==> config.mk <==
export PLATFORM = sky130hd
export DESIGN_NAME = thresholding_loader_flat
export DESIGN_NICKNAME = d
export VERILOG_FILES = /design/src/rtl/thresholding_pkg.sv /design/src/rtl/thresholding_loader_if.sv /design/src/rtl/thresholding_loader.sv /design/src/flat_wrapper.sv
export SDC_FILE = /design/constraint.sdc
export NUM_CORES = 1
export LEC_CHECK = 0
export CAP_MARGIN = 20
export CORE_MARGIN = 4
export CORE_UTILIZATION = 30
export DETAILED_ROUTE_END_ITERATION = 10
export PLACE_DENSITY = 0.59
export REMOVE_ABC_BUFFERS = 1
export SYNTH_ARGS = -nofsm -noshare
export SYNTH_HDL_FRONTEND = slang
export SYNTH_SLANG_ARGS = --single-unit
==> constraint.sdc <==
create_clock -name clk -period 2.5 [get_ports clk]
set_clock_uncertainty 0.1 [all_clocks]
set_input_delay 0.5 -clock clk [delete_from_list [all_inputs] [get_ports clk]]
set_output_delay 0.5 -clock clk [all_outputs]
set_load 0.1 [all_outputs]
==> src/rtl/thresholding_pkg.sv <==
// Shared types and helpers for the thresholding core configuration path.
// Combinational definitions only; no latency.
// No flow control here; used by the loader and its bench.
package thresholding_pkg;

  typedef enum logic [1:0] {
    IDLE  = 2'd0,
    LOAD  = 2'd1,
    DONE  = 2'd2,
    ERROR = 2'd3
  } loader_state_e;

  // Bit positions inside the sticky error vector
  localparam int ERR_ORDER = 0;
  localparam int ERR_LAST  = 1;

  // Thresholds per channel for an N-bit output core
  function automatic int thresh_count(input int n);
    return (1 << n) - 1;
  endfunction

endpackage

==> src/rtl/thresholding_loader_if.sv <==
// Ready/valid threshold stream from the host/DMA side into the loader.
// Wires only; no latency.
// Beat transfers when s_tvalid and s_tready are both high.
interface thresholding_loader_if #(
  parameter int M = 8
) ();

  logic         s_tvalid;
  logic         s_tready;
  logic [M-1:0] s_tdata;
  logic         s_tlast;

  modport master (output s_tvalid, output s_tdata, output s_tlast, input s_tready);
  modport slave  (input s_tvalid, input s_tdata, input s_tlast, output s_tready);

endinterface

==> src/rtl/thresholding_loader.sv <==
// Streams C*(2^N-1) signed thresholds into the core's twe/twa/twd port, checking order and tlast.
// One cycle: a handshake in cycle t gives the registered write in cycle t+1.
// s_tready is high only in LOAD and depends on state alone; no internal buffering.
module thresholding_loader
  import thresholding_pkg::*;
#(
  parameter int N = 4,
  parameter int M = 8,
  parameter int C = 4
) (
  input  logic                     clk,
  input  logic                     rst,
  input  logic                     start,
  thresholding_loader_if.slave     s_axis,
  output logic                     twe,
  output logic [$clog2(C)+N-1:0]   twa,
  output logic [M-1:0]             twd,
  output logic                     busy,
  output logic                     done,
  output logic [1:0]               err
);

  localparam int CW       = (C > 1) ? $clog2(C) : 1;
  localparam int AW       = $clog2(C) + N;
  localparam int IDX_LAST = thresh_count(N) - 1;

  loader_state_e r_state, w_state_nxt;
  logic [CW-1:0] r_cnl;
  logic [N-1:0]  r_idx;
  logic [M-1:0]  r_prev;
  logic          r_twe;
  logic [AW-1:0] r_twa;
  logic [M-1:0]  r_twd;
  logic [1:0]    r_err;

  logic          w_hs;
  logic          w_start_ok;
  logic          w_idx_last;
  logic          w_final;
  logic          w_early_last;
  logic          w_order_bad;
  logic [AW-1:0] w_addr;

  assign s_axis.s_tready = (r_state == LOAD);
  assign w_hs            = s_axis.s_tvalid && (r_state == LOAD);
  assign w_start_ok      = start && (r_state != LOAD);
  assign w_idx_last      = (r_idx == N'(IDX_LAST));
  assign w_final         = w_idx_last && (r_cnl == CW'(C - 1));
  assign w_early_last    = s_axis.s_tlast && !w_final;
  // Each channel starts fresh, so index 0 is never compared against the previous channel
  assign w_order_bad     = w_hs && (r_idx != '0) &&
                           ($signed(s_axis.s_tdata) <= $signed(r_prev));

  generate
    if (C > 1) begin : g_multi_ch
      assign w_addr = {r_cnl, r_idx};
    end else begin : g_single_ch
      assign w_addr = r_idx;
    end
  endgenerate

  assign twe  = r_twe;
  assign twa  = r_twa;
  assign twd  = r_twd;
  assign err  = r_err;
  assign done = (r_state == DONE);
  assign busy = (r_state == LOAD) || r_twe;

  // Next-state decode: start leaves any idle state, the terminating beat picks DONE or ERROR
  always_comb begin
    w_state_nxt = r_state;
    unique case (r_state)
      IDLE, DONE, ERROR: begin
        if (start) w_state_nxt = LOAD;
      end
      LOAD: begin
        if (w_hs) begin
          if (w_early_last) begin
            w_state_nxt = ERROR;
          end else if (w_final) begin
            if (!s_axis.s_tlast || r_err[ERR_ORDER] || w_order_bad) w_state_nxt = ERROR;
            else w_state_nxt = DONE;
          end
        end
      end
      default: w_state_nxt = IDLE;
    endcase
  end

  // State register
  always_ff @(posedge clk) begin
    if (rst) r_state <= IDLE;
    else     r_state <= w_state_nxt;
  end

  // Counters, order tracking, sticky errors and the registered write port
  always_ff @(posedge clk) begin
    if (rst) begin
      r_cnl  <= '0;
      r_idx  <= '0;
      r_prev <= '0;
      r_twe  <= 1'b0;
      r_twa  <= '0;
      r_twd  <= '0;
      r_err  <= '0;
    end else begin
      r_twe <= 1'b0;
      if (w_start_ok) begin
        r_cnl  <= '0;
        r_idx  <= '0;
        r_prev <= '0;
        r_err  <= '0;
      end else if (w_hs) begin
        if (w_early_last) begin
          // Beat is swallowed: the core must not see a partial set as complete
          r_err[ERR_LAST] <= 1'b1;
        end else begin
          r_twe  <= 1'b1;
          r_twa  <= w_addr;
          r_twd  <= s_axis.s_tdata;
          r_prev <= s_axis.s_tdata;
          if (w_order_bad) r_err[ERR_ORDER] <= 1'b1;
          if (w_final && !s_axis.s_tlast) r_err[ERR_LAST] <= 1'b1;
          if (w_idx_last) begin
            r_idx <= '0;
            r_cnl <= r_cnl + 1'b1;
          end else begin
            r_idx <= r_idx + 1'b1;
          end
        end
      end
    end
  end

endmodule

==> src/flat_wrapper.sv <==
// flat-port wrapper written by rule: the top's interface ports become plain ports
module thresholding_loader_flat import thresholding_pkg::*;
#(
  parameter int N = 4,
  parameter int M = 8,
  parameter int C = 4
)
  (clk, rst, start, twe, twa, twd, busy, done, err, s_axis_s_tvalid, s_axis_s_tdata, s_axis_s_tlast, s_axis_s_tready);
  thresholding_loader_if #(.M(M)) s_axis_i ();
  input  logic clk;
  input  logic rst;
  input  logic start;
  output logic twe;
  output logic [$clog2(C)+N-1:0] twa;
  output logic [M-1:0] twd;
  output logic busy;
  output logic done;
  output logic [1:0] err;
  input wire logic [$bits(s_axis_i.s_tvalid)-1:0] s_axis_s_tvalid;
  input wire logic [$bits(s_axis_i.s_tdata)-1:0] s_axis_s_tdata;
  input wire logic [$bits(s_axis_i.s_tlast)-1:0] s_axis_s_tlast;
  output wire logic [$bits(s_axis_i.s_tready)-1:0] s_axis_s_tready;
  assign s_axis_i.s_tvalid = s_axis_s_tvalid;
  assign s_axis_i.s_tdata = s_axis_s_tdata;
  assign s_axis_i.s_tlast = s_axis_s_tlast;
  assign s_axis_s_tready = s_axis_i.s_tready;
  thresholding_loader #(.N(N), .M(M), .C(C)) u_core (.clk(clk), .rst(rst), .start(start), .s_axis(s_axis_i), .twe(twe), .twa(twa), .twd(twd), .busy(busy), .done(done), .err(err));
endmodule
# Word level (Yosys, flattened, before mapping)
# Cells that the tools add are included.
[op_classes]
add_sub_neg = 2
magnitude_cmp = 1
n_eq_ne = 9
n_mux = 10
n_bitwise = 3
n_reduce_logical = 24
[op_table]
columns = ["operator", "n"]
rows = [
  ["$reduce_and A3 Y1", 4],
  ["$le A8 B8 Y1", 1],
  ["$mux W2", 4],
  ["$logic_and A1 B1 Y1", 7],
  ["$eq A2 B2 Y1 const B", 3],
  ["$reduce_or A3 Y1", 2],
  ["$add A4 B1 Y4 const B", 1],
  ["$eq A4 B4 Y1 const B", 1],
  ["$mux W1", 4],
  ["$mux W4", 1],
  ["$ne A2 B1 Y1 const B", 2],
  ["$pmux W2 S2", 1],
  ["$reduce_and A2 Y1", 2],
  ["$reduce_bool A4 Y1", 1],
  ["$logic_or A1 B1 Y1", 3],
  ["$ne A3 B1 Y1 const B", 1],
  ["$not A1 Y1", 3],
  ["$add A2 B1 Y2 const B", 1],
  ["$eq A2 B1 Y1 const B", 1],
  ["$logic_not A1 Y1", 2],
  ["$logic_not A2 Y1", 1],
  ["$ne A2 B2 Y1 const B", 1],
  ["$reduce_bool A2 Y1", 1],
  ["$reduce_or A2 Y1", 1],
]
[totals]
regBits = 33
in_bits = 13
out_inout_bits = 20

# Longest topological paths before layout
# Gate-level depths: netlist of run 1.
[depth]
word_depth = 10
ltp_mapped = 11
depth_no_buf = 10

# Worst setup path before layout of run 1
# Ideal clock, no wire load.
[synth_timing]
path_kind = "flip-flop to output port"
startpoint = "register u_core.r_twe, in the netlist u_core.twe"
endpoint = "output port busy"
arrival_time_ns = 1.794
required_time_ns = 1.900
path_slack_ns = 0.106
path_stages_with_launch = 2
cell_sequence = "dfxtp_1 nand2b_1"
[synth_between]
elab_chain_len = 1
[synth_rtl]
columns = ["element", "line_no", "source"]
rows = [
  ["from (decl)", "thresholding_loader.sv:31", "logic r_twe;"],
  ["from (signal assigned)", "thresholding_loader.sv:102", "r_twe <= 1'b0;"],
  ["from (signal assigned)", "thresholding_loader.sv:107", "r_twe <= 1'b0;"],
  ["from (signal assigned)", "thresholding_loader.sv:118", "r_twe <= 1'b1;"],
  ["$logic_or A1 B1 Y1", "thresholding_loader.sv:67", "assign busy = (r_state == LOAD) || r_twe;"],
  ["to (decl)", "flat_wrapper.sv:16", "output logic busy;"],
]
# Every way passes these cells.

# Worst setup path in the final report of run 1
[layout_timing]
startpoint = "register u_core.r_cnl[0]"
endpoint = "register u_core.r_cnl[0]"
[layout_between]
elab_chain_len = 6
elab_cells_between_ends = 7
[layout_rtl]
columns = ["element", "line_no", "source"]
rows = [
  ["from (decl)", "thresholding_loader.sv:28", "logic [CW-1:0] r_cnl;"],
  ["from (signal assigned)", "thresholding_loader.sv:126", "r_cnl <= r_cnl + 1'b1;"],
  ["$eq A2 B2 Y1", "thresholding_loader.sv:48", "assign w_final = w_idx_last && (r_cnl == CW'(C - 1));"],
  ["$logic_and A1 B1 Y1", "thresholding_loader.sv:48", ""],
  ["$logic_not A1 Y1", "thresholding_loader.sv:49", "assign w_early_last = s_axis.s_tlast && !w_final;"],
  ["$logic_and A1 B1 Y1", "thresholding_loader.sv:49", ""],
  ["$not A1 Y1 (no source line)", "n/a", ""],
  ["$reduce_and A3 Y1 (no source line)", "n/a", ""],
]
# Parallel ways exist; a longest one is shown, timed or not.
# A chain may end at the register's enable or synchronous reset.

==> impl_metrics.env, run 1 <==
export IMPL_synth_area_leaders="dfxtp_1 45%, a21oi_1 11%, nand2_1 10%"
export IMPL_ir_drop_mv=0.250
export IMPL_synth_flop_cell="dfxtp_1"
export IMPL_drv_slew=0
export IMPL_hold_class="flip-flop to flip-flop"
export IMPL_die_w_um=77.9
export IMPL_synth_edff_count=0
export IMPL_tritoncts="built"
export IMPL_p_seq_share_pct=50.1
export IMPL_ff2ff_path_depth=10
export IMPL_cts_sinks=33
export IMPL_timing_final_ws_setup_ns=0.194
export IMPL_fin_nets=240
export IMPL_root_buffer="clkbuf_8"
export IMPL_placed_cell_area_mm2=0.00185
export IMPL_firstDrtPassIters=2
export IMPL_cpPeakStageDelay_ns=0.38
export IMPL_p_int_mw=0.778
export IMPL_htreeDepth=2
export IMPL_rows=25
export IMPL_first_iter_violations=67
export IMPL_p_per_area_mw_per_mm2=556
export IMPL_vias=1300
export IMPL_grt_max_degree=21
export IMPL_p_leak_nw=0.758
export IMPL_crit_arrival_ns=2.37
export IMPL_antenna_cells=0
export IMPL_grt_overflow_total=0
export IMPL_drc=0
export IMPL_path_cells="ha_1, nand2_1, nor3_2, inv_1, ha_1, and4bb_1, nand2_2, or3_4, xor2_1, nor2_2"
export IMPL_worst_slew_pin_slew_ns=0.586
export IMPL_area_delta_synth_final_pct=32.4
export IMPL_crit_path_end_kind="flip-flop"
export IMPL_synth_top_family_by_area="simple AND/OR/NAND/NOR gates"
export IMPL_synthMuxAreaShare_pct=0.684
export IMPL_path_max_fanout=4
export IMPL_ant_nets=0
export IMPL_path_class="flip-flop to flip-flop"
export IMPL_worst_path_most_repeated_cell="ha_1"
export IMPL_clockPowerShare_pct=35.5
export IMPL_grtUsageTotal_pct=12.0
export IMPL_synth_compound_area_share_pct=16.5
export IMPL_post_place_ws_ns=0.0493
export IMPL_synth_top_area_share_pct=45.1
export IMPL_cts_made_buffers=5
export IMPL_gp_congestion=0.763
export IMPL_yosysWarnings=0
export IMPL_cp_slowest_cell="dfxtp_1"
export IMPL_hold_violations=0
export IMPL_relSlewSlack_pct=60.9
export IMPL_finalInstanceArea_mm2=0.00194
export IMPL_status="complete, no violations"
export IMPL_rsz0062_at_grt="false"
export IMPL_synthArstFlopShare_pct=0
export IMPL_whs_ns=0.355
export IMPL_drive_gt1_share_pct=18.8
export IMPL_io_buffer_count=32
export IMPL_cts_clk_slew_worst_paths_ns=0.06
export IMPL_synth_seq_area_share_pct=45.1
export IMPL_synth_seq_cells=33
export IMPL_yosysUniqueCellTypes=33
export IMPL_viasPerCell=4.56
export IMPL_io_pins=33
export IMPL_clkLatencyLatePin_ns=0.29
export IMPL_syn_inst=179
export IMPL_synthAdderAreaFrac_pct=8.55
export IMPL_fin_crit_sh_pct=92.2
export IMPL_syn_cell_area_mm2=0.00146
export IMPL_grt_antenna_before_repair=0
export IMPL_synthXorXnorAreaFrac_pct=0.598
export IMPL_yosys_top_cells_count="39 x nand2_1, 33 x a21oi_1, 33 x dfxtp_1, 12 x inv_1, 10 x ha_1"
export IMPL_tns_ns=0
export IMPL_drt_total_wl_mm=3.41
export IMPL_fp_dieH_um=77.9
export IMPL_power_frac_comb_pct=14.4
export IMPL_whs_path_depth=2
export IMPL_fp_dieArea_mm2=0.00606
export IMPL_max_freq_mhz=434
export IMPL_maxCapViolations=0
export IMPL_core_mm2=0.00472
export IMPL_hpwl_mm=2.50
export IMPL_initial_utilization_pct=31.0
export IMPL_final_util_pct=41.0
export IMPL_clock_path_buffers=2
export IMPL_avgSynthCellArea_um2=8.18
export IMPL_wl_per_cell_um=12.0
export IMPL_power_switching_mw=0.299
export IMPL_grt_pass1_vias=1278
export IMPL_period_minus_slack_ns=2.31
export IMPL_critPathLaunchType="flip-flop"
export IMPL_grt_pass1_wl_mm=5.70
export IMPL_yosys_area_share_simple_pct=22.2
export IMPL_setup_violations=0
export IMPL_p_sw_share_pct=27.8
export IMPL_synth_area_leader_cell="dfxtp_1"
export IMPL_post_synth_top_count_cell="nand2_1"
export IMPL_cp_required_ns=2.56
[final timing paths]
check / startpoint / end / slack (ns)
hold / removal: u_core.twd[5] / u_core.twd[5] / 0.36
setup reg to reg: u_core.r_cnl[0] / u_core.r_cnl[0] / 0.19
setup / recovery: u_core.r_cnl[0] / u_core.r_cnl[0] / 0.19
hold reg to reg: u_core.twd[5] / u_core.twd[5] / 0.36
[logic make-up after synthesis]
| kind of cell | after synthesis |
|---|---|
| fa+ha+maj | 10 |
| buf+inv | 22 |
| mux | 1 |
| simple gates | 68 |
| compound gates | 44 |
| flops | 33 |
| xor+xnor | 1 |
[sequential cells by signal, indices dropped and copies added, names as in the netlist]
register / cells
u_core.twe: 1
u_core.r_prev: 8
u_core.twd: 8
u_core.r_cnl: 2
u_core.r_idx: 4
u_core.twa: 6
u_core.r_state: 2
u_core.err: 2
[critical path, delay by kind of cell (launching register included)]
kind	cells	cell delay [ns]
adders and majority gates	2	0.38
xor gates and xnor gates	1	0.17
and+or+nand+nor	6	1.08
DFF	1	0.38
buffers and inverters	1	0.07
[power by group through the flow]
stage,clock (mW),combinational [mW],sequential (mW)
6_report,0.382,0.155,0.539
5_1_grt,0.424,0.167,0.540
3_5_place_dp,0,0.157,0.551
3_3_place_gp,0,0.156,0.551
2_1_floorplan,0,0.0651,0.582
4_1_cts,0.393,0.157,0.539
[stage by stage]
step           power (mW)  std cells
3_3_place_gp        0.707        277
4_1_cts              1.09        285
5_1_grt              1.13        285
6_report             1.08        285
2_1_floorplan       0.648        169
3_5_place_dp        0.708        277
[layout make-up]
cell class / count / area (µm²)
repair buffers: 41 / 350
flip-flops and latches: 33 / 661
well taps: 67 / 83.8
clock buffers: 6 / 72.6
fillers: 494 / 2790
multi-input cells: 124 / 716
inverters: 12 / 45.0
clock inverters: 2 / 10.0
[metal layers]
metal | track usage, % | vias to the layer above | routed length, µm
li1 | - | 673 | -
met1 | 13.1 | 601 | 1510
met2 | 20.1 | 20 | 1680
met3 | 3.94 | 6 | 163
met4 | 6.94 | 0 | 54
met5 | 0 | - | 0
[cells in the final DEF (no fill, tap or decap), types with 3 or more instances in the layout]
master / synthesis / final
a21oi_1: 33 / 33
clkdlybuf4s50_1: 0 / 12
nand2_1: 39 / 39
dfxtp_1: 33 / 33
inv_1: 12 / 12
buf_4: 1 / 28
nor2_1: 8 / 8
a21o_1: 3 / 3
ha_1: 10 / 10
o21ai_0: 3 / 3
clkbuf_8: 0 / 5
nand2b_1: 3 / 3
[what timing repair did]
item                       CTS  global route
hold buffers                 0             0
buffers inserted             0             0
setup endpoints to repair    0             3
resized for setup            0             1
No activity file was read; power rests on OpenSTA's default activity.
==> run 2, diff against run 1 <==
PLACE_DENSITY = not set   (was 0.59)
PLACE_DENSITY_LB_ADDON = 0.25   (was not set)
==> impl_metrics.env, run 2 (synthesized netlist as in run 1, its figures left out) <==
export IMPL_crit_path_end_kind="flip-flop"
export IMPL_drc=0
export IMPL_htreeDepth=2
export IMPL_die_w_um=77.9
export IMPL_cts_clk_slew_worst_paths_ns=0.06
export IMPL_power_switching_mw=0.288
export IMPL_power_frac_comb_pct=14.1
export IMPL_r2r_start="u_core.r_cnl[0]"
export IMPL_firstDrtPassIters=4
export IMPL_grt_antenna_before_repair=0
export IMPL_ctsHoldBuffers=0
export IMPL_p_seq_share_pct=49.5
export IMPL_timing_final_ws_setup_ns=0.185
export IMPL_grtUsageTotal_pct=11.9
export IMPL_path_max_fanout=4
export IMPL_p_per_area_mw_per_mm2=563
export IMPL_startpoint="u_core.r_cnl[0]"
export IMPL_fin_crit_sh_pct=92.6
export IMPL_placed_cell_area_mm2=0.00185
export IMPL_clockPowerShare_pct=36.5
export IMPL_setup_worst_path_end="u_core.r_cnl[0]"
export IMPL_post_place_ws_ns=0.0597
export IMPL_area_delta_synth_final_pct=32.3
export IMPL_initial_utilization_pct=31.0
export IMPL_crit_arrival_ns=2.37
export IMPL_ir_drop_mv=0.158
export IMPL_tritoncts="built"
export IMPL_critPathLaunchType="flip-flop"
export IMPL_worst_slew_pin_slew_ns=0.601
export IMPL_mostFrequentLayoutCells="39 x nand2_1, 33 x a21oi_1, 33 x dfxtp_1"
export IMPL_cts_setup_buffers=0
export IMPL_io_buffer_count=32
export IMPL_hold_class="flip-flop to flip-flop"
export IMPL_viasPerCell=4.65
export IMPL_path_class="flip-flop to flip-flop"
export IMPL_layout_commonest_cell="nand2_1"
export IMPL_grt_pass1_vias=1297
export IMPL_clkLatencyLatePin_ns=0.28
export IMPL_grt_overflow_total=0
export IMPL_cts_resized_gates=0
export IMPL_p_sw_share_pct=26.4
export IMPL_grt_pass1_wl_mm=5.64
export IMPL_final_util_pct=41.0
export IMPL_root_buffer="clkbuf_8"
export IMPL_finalInstanceArea_mm2=0.00194
export IMPL_drt_total_wl_mm=3.43
export IMPL_fin_nets=241
export IMPL_gp_congestion=0.763
export IMPL_cts_made_buffers=5
export IMPL_ff2ff_path_depth=10
export IMPL_path_cells="ha_1, nand2_1, nor3_2, inv_1, ha_1, and4bb_1, nand2_2, or3_4, xor2_1, nor2_2"
export IMPL_first_iter_violations=44
export IMPL_antenna_cells=0
export IMPL_io_pins=33
export IMPL_p_leak_nw=0.757
export IMPL_cts_sinks=33
export IMPL_cpPeakStageDelay_ns=0.37
export IMPL_worst_path_most_repeated_cell="ha_1"
export IMPL_finalPower_mw=1.09
export IMPL_maxCapViolations=0
export IMPL_clock_path_buffers=2
export IMPL_cp_slowest_cell="dfxtp_1"
export IMPL_vias=1326
export IMPL_core_mm2=0.00472
export IMPL_drv_slew=0
export IMPL_relSlewSlack_pct=59.9
export IMPL_fp_dieArea_mm2=0.00606
export IMPL_wl_per_cell_um=12.0
export IMPL_cp_required_ns=2.55
export IMPL_tns_ns=0
export IMPL_rrSetupSlack_ns=0.19
export IMPL_p_int_mw=0.803
export IMPL_status="complete, no violations"
export IMPL_max_freq_mhz=432
export IMPL_drive_gt1_share_pct=18.8
export IMPL_ant_nets=0
export IMPL_rows=25
export IMPL_rsz0062_at_grt="false"
export IMPL_hold_violations=0
export IMPL_timing_rr_end="u_core.r_cnl[0]"
export IMPL_grt_max_degree=18
export IMPL_hpwl_mm=2.35
export IMPL_fp_dieH_um=77.9
export IMPL_setup_violations=0
export IMPL_period_minus_slack_ns=2.31
==> run 2: worst max-delay path: cells and delay by family (launching register included) <==
family	cells	cell delay [ns]
fa+ha+maj	2	0.37
simple gates	6	1.09
xor+xnor	1	0.18
buf+inv	1	0.07
flops	1	0.37
==> run 2: area by class of cell <==
class | instances | area (µm²)
clock buffers | 7 | 86.3
fillers | 493 | 2790
repair buffers | 42 | 345
multi-input cells | 124 | 716
well taps | 67 | 83.8
inverters | 12 | 45.0
flip-flops and latches | 33 | 661
==> run 2: per-stage QoR <==
stage          instances  hold WS [ns]
2_1_floorplan        169         0.336
4_1_cts              285         0.357
5_1_grt              285         0.375
3_5_place_dp         278         0.348
6_report             285         0.355
3_3_place_gp         278         0.343
==> run 2: how the worst min path moves through the flow <==
| stage | start | slack [ns] | to | depth (start not counted) |
|---|---|---|---|---|
| floorplan | u_core.r_prev[1] | 0.34 | u_core.r_prev[1] | 2 |
| global placement | u_core.r_prev[4] | 0.34 | u_core.r_prev[4] | 2 |
| detailed placement | u_core.twd[2] | 0.35 | u_core.twd[2] | 2 |
| CTS | u_core.twd[2] | 0.36 | u_core.twd[2] | 2 |
| global route | u_core.r_prev[6] | 0.37 | u_core.r_prev[6] | 2 |
| finish | u_core.twd[4] | 0.36 | u_core.twd[4] | 2 |
==> run 2: routing by layer <==
layer / track usage [%] / routed length, µm / vias up
li1: - / - / 678
met1: 13.2 / 1560 / 615
met2: 19.6 / 1600 / 28
met3: 4.87 / 208 / 5
met4: 5.52 / 54 / 0
met5: 0 / 0 / -
==> run 2: power by group through the flow <==
stage / Combinational [mW] / Sequential (mW) / Clock [mW]
floorplan: 0.0651 / 0.582 / 0
global placement: 0.154 / 0.551 / 0
detailed placement: 0.154 / 0.551 / 0
CTS: 0.155 / 0.539 / 0.414
global route: 0.166 / 0.540 / 0.437
finish: 0.153 / 0.539 / 0.398
==> run 3, diff against run 2 <==
CORE_MARGIN = not set   (was 4)
CTS_BUF_LIST = sky130_fd_sc_hd__clkbuf_8   (was not set)
==> impl_metrics.env, run 3 (synthesized netlist as in run 1, its figures left out) <==
export IMPL_status="complete, no violations"
export IMPL_cp_slowest_cell="dfxtp_1"
export IMPL_worst_slew_pin_slew_ns=0.588
export IMPL_hold_class="flip-flop to flip-flop"
export IMPL_drc=0
export IMPL_crit_arrival_ns=2.35
export IMPL_firstDrtPassIters=4
export IMPL_htreeDepth=2
export IMPL_grt_overflow_total=0
export IMPL_cts_setup_buffers=0
export IMPL_worst_path_most_repeated_cell="ha_1"
export IMPL_tritoncts="built"
export IMPL_rows=25
export IMPL_placed_cell_area_mm2=0.00185
export IMPL_max_freq_mhz=435
export IMPL_fill_cells=510
export IMPL_gp_congestion=0.758
export IMPL_relSlewSlack_pct=60.8
export IMPL_io_buffer_count=32
export IMPL_cts_sinks=33
export IMPL_ir_drop_mv=0.248
export IMPL_hold_violations=0
export IMPL_timing_rr_end="u_core.r_cnl[1]"
export IMPL_grt_pass1_wl_mm=5.33
export IMPL_min_to="u_core.twa[2]"
export IMPL_cpPeakStageDelay_ns=0.38
export IMPL_final_cells=286
export IMPL_cts_made_buffers=5
export IMPL_fp_dieArea_mm2=0.00516
export IMPL_core_mm2=0.00472
export IMPL_p_per_area_mw_per_mm2=616
export IMPL_hpwl_mm=2.31
export IMPL_root_buffer="clkbuf_8"
export IMPL_cp_top_family="simple AND/OR/NAND/NOR gates"
export IMPL_wl_per_cell_um=11.4
export IMPL_maxCapViolations=0
export IMPL_rsz0062_at_grt="false"
export IMPL_fp_dieH_um=71.9
export IMPL_finalInstanceArea_mm2=0.00197
export IMPL_path_cells="ha_1, nand2_1, nor3_2, inv_1, ha_1, and4bb_1, nand2_2, or3_4, mux2i_1, nor2_1"
export IMPL_rrSetupSlack_ns=0.20
export IMPL_die_w_um=71.9
export IMPL_drt_total_wl_mm=3.27
export IMPL_clock_path_buffers=2
export IMPL_fin_crit_sh_pct=91.9
export IMPL_period_minus_slack_ns=2.30
export IMPL_cts_resized_gates=0
export IMPL_crit_path_end_kind="flip-flop"
export IMPL_initial_utilization_pct=31.0
export IMPL_critPathLaunchType="flip-flop"
export IMPL_grt_pass1_vias=1181
export IMPL_viasPerCell=4.50
export IMPL_drv_slew=0
export IMPL_vias=1286
export IMPL_seq_area_um2=661
export IMPL_first_iter_violations=40
export IMPL_path_class="flip-flop to flip-flop"
export IMPL_area_delta_synth_final_pct=34.4
export IMPL_setup_violations=0
export IMPL_clkLatencyLatePin_ns=0.28
export IMPL_grt_antenna_before_repair=0
export IMPL_r2r_start="u_core.r_cnl[0]"
export IMPL_mostFrequentLayoutCells="39 x nand2_1, 33 x a21oi_1, 33 x dfxtp_1"
export IMPL_dp_cells=278
export IMPL_tns_ns=0
export IMPL_hp_start="u_core.twa[2]"
export IMPL_multi_input_area_um2=716
export IMPL_crit_cells=10
export IMPL_io_pins=33
export IMPL_final_util_pct=41.6
export IMPL_ant_nets=0
export IMPL_grtUsageTotal_pct=13.4
export IMPL_fin_nets=241
export IMPL_antenna_cells=0
export IMPL_layout_commonest_cell="nand2_1"
export IMPL_grt_max_degree=18
export IMPL_cts_clk_slew_worst_paths_ns=0.07
export IMPL_whs_path_depth=2
export IMPL_critPathBufInv=1
export IMPL_ff2ff_path_depth=10
export IMPL_cp_required_ns=2.55
export IMPL_ctsHoldBuffers=0
export IMPL_drive_gt1_share_pct=19.2
export IMPL_path_max_fanout=4
export IMPL_p_leak_nw=0.775
## run 3: changes by cell type in the layout (fill, tap and decap cells not counted)
| cell | change |
|---|---|
| bufinv_16 | +1 |
| clkbuf_1 | -1 |
| inv_1 | +1 |
## run 3: worst max path at each step
stage / start / to / slack [ns]
after floorplan: u_core.r_cnl[0] / u_core.r_cnl[0] / 0.08
after global placement: s_axis_s_tlast / u_core.r_cnl[1] / 0.08
after detailed placement: s_axis_s_tlast / u_core.r_cnl[0] / 0.04
after CTS: u_core.r_cnl[0] / u_core.r_cnl[1] / 0.08
after global routing: u_core.r_cnl[0] / u_core.r_state[0] / 0.008
final: u_core.r_cnl[0] / u_core.r_cnl[1] / 0.20
## run 3: power by group
| group | internal, mW | leakage [nW] | switching (mW) |
|---|---|---|---|
| clock network | 0.321 | 0.0626 | 0.200 |
| registers | 0.534 | 0.267 | 0.00489 |
| logic | 0.0503 | 0.446 | 0.102 |
## run 3: layout make-up
class	instances	area share [%]
well taps	67	4.26
clock buffers	6	4.20
inverters	12	2.29
flip-flops and latches	33	33.6
multi-input cells	124	36.4
repair buffers	42	17.6
clock inverters	2	1.72
## run 3: worst register-to-register path, stage by stage, from the launching register on
cell and delay [ns]:
dfxtp_1 0.38, ha_1 0.17, nand2_1 0.07, nor3_2 0.15, inv_1 0.07, ha_1 0.21
and4bb_1 0.37, nand2_2 0.09, or3_4 0.35, mux2i_1 0.16, nor2_1 0.05
## run 3: stage by stage
step / setup WS (ns) / hold WS [ns] / total power [mW]
after floorplan: 0.0815 / 0.336 / 0.648
after global placement: 0.0777 / 0.343 / 0.705
after detailed placement: 0.0409 / 0.347 / 0.704
after CTS: 0.0844 / 0.357 / 1.22
after global routing: 0.00801 / 0.369 / 1.25
final: 0.202 / 0.355 / 1.21
## run 3: routing by layer
| metal | vias up | GRT usage [%] | wire length, µm |
|---|---|---|---|
| li1 | 672 | - | - |
| met1 | 579 | 16.5 | 1550 |
| met2 | 30 | 21.9 | 1520 |
| met3 | 5 | 4.36 | 171 |
| met4 | 0 | 4.58 | 29 |
| met5 | - | 0 | 0 |
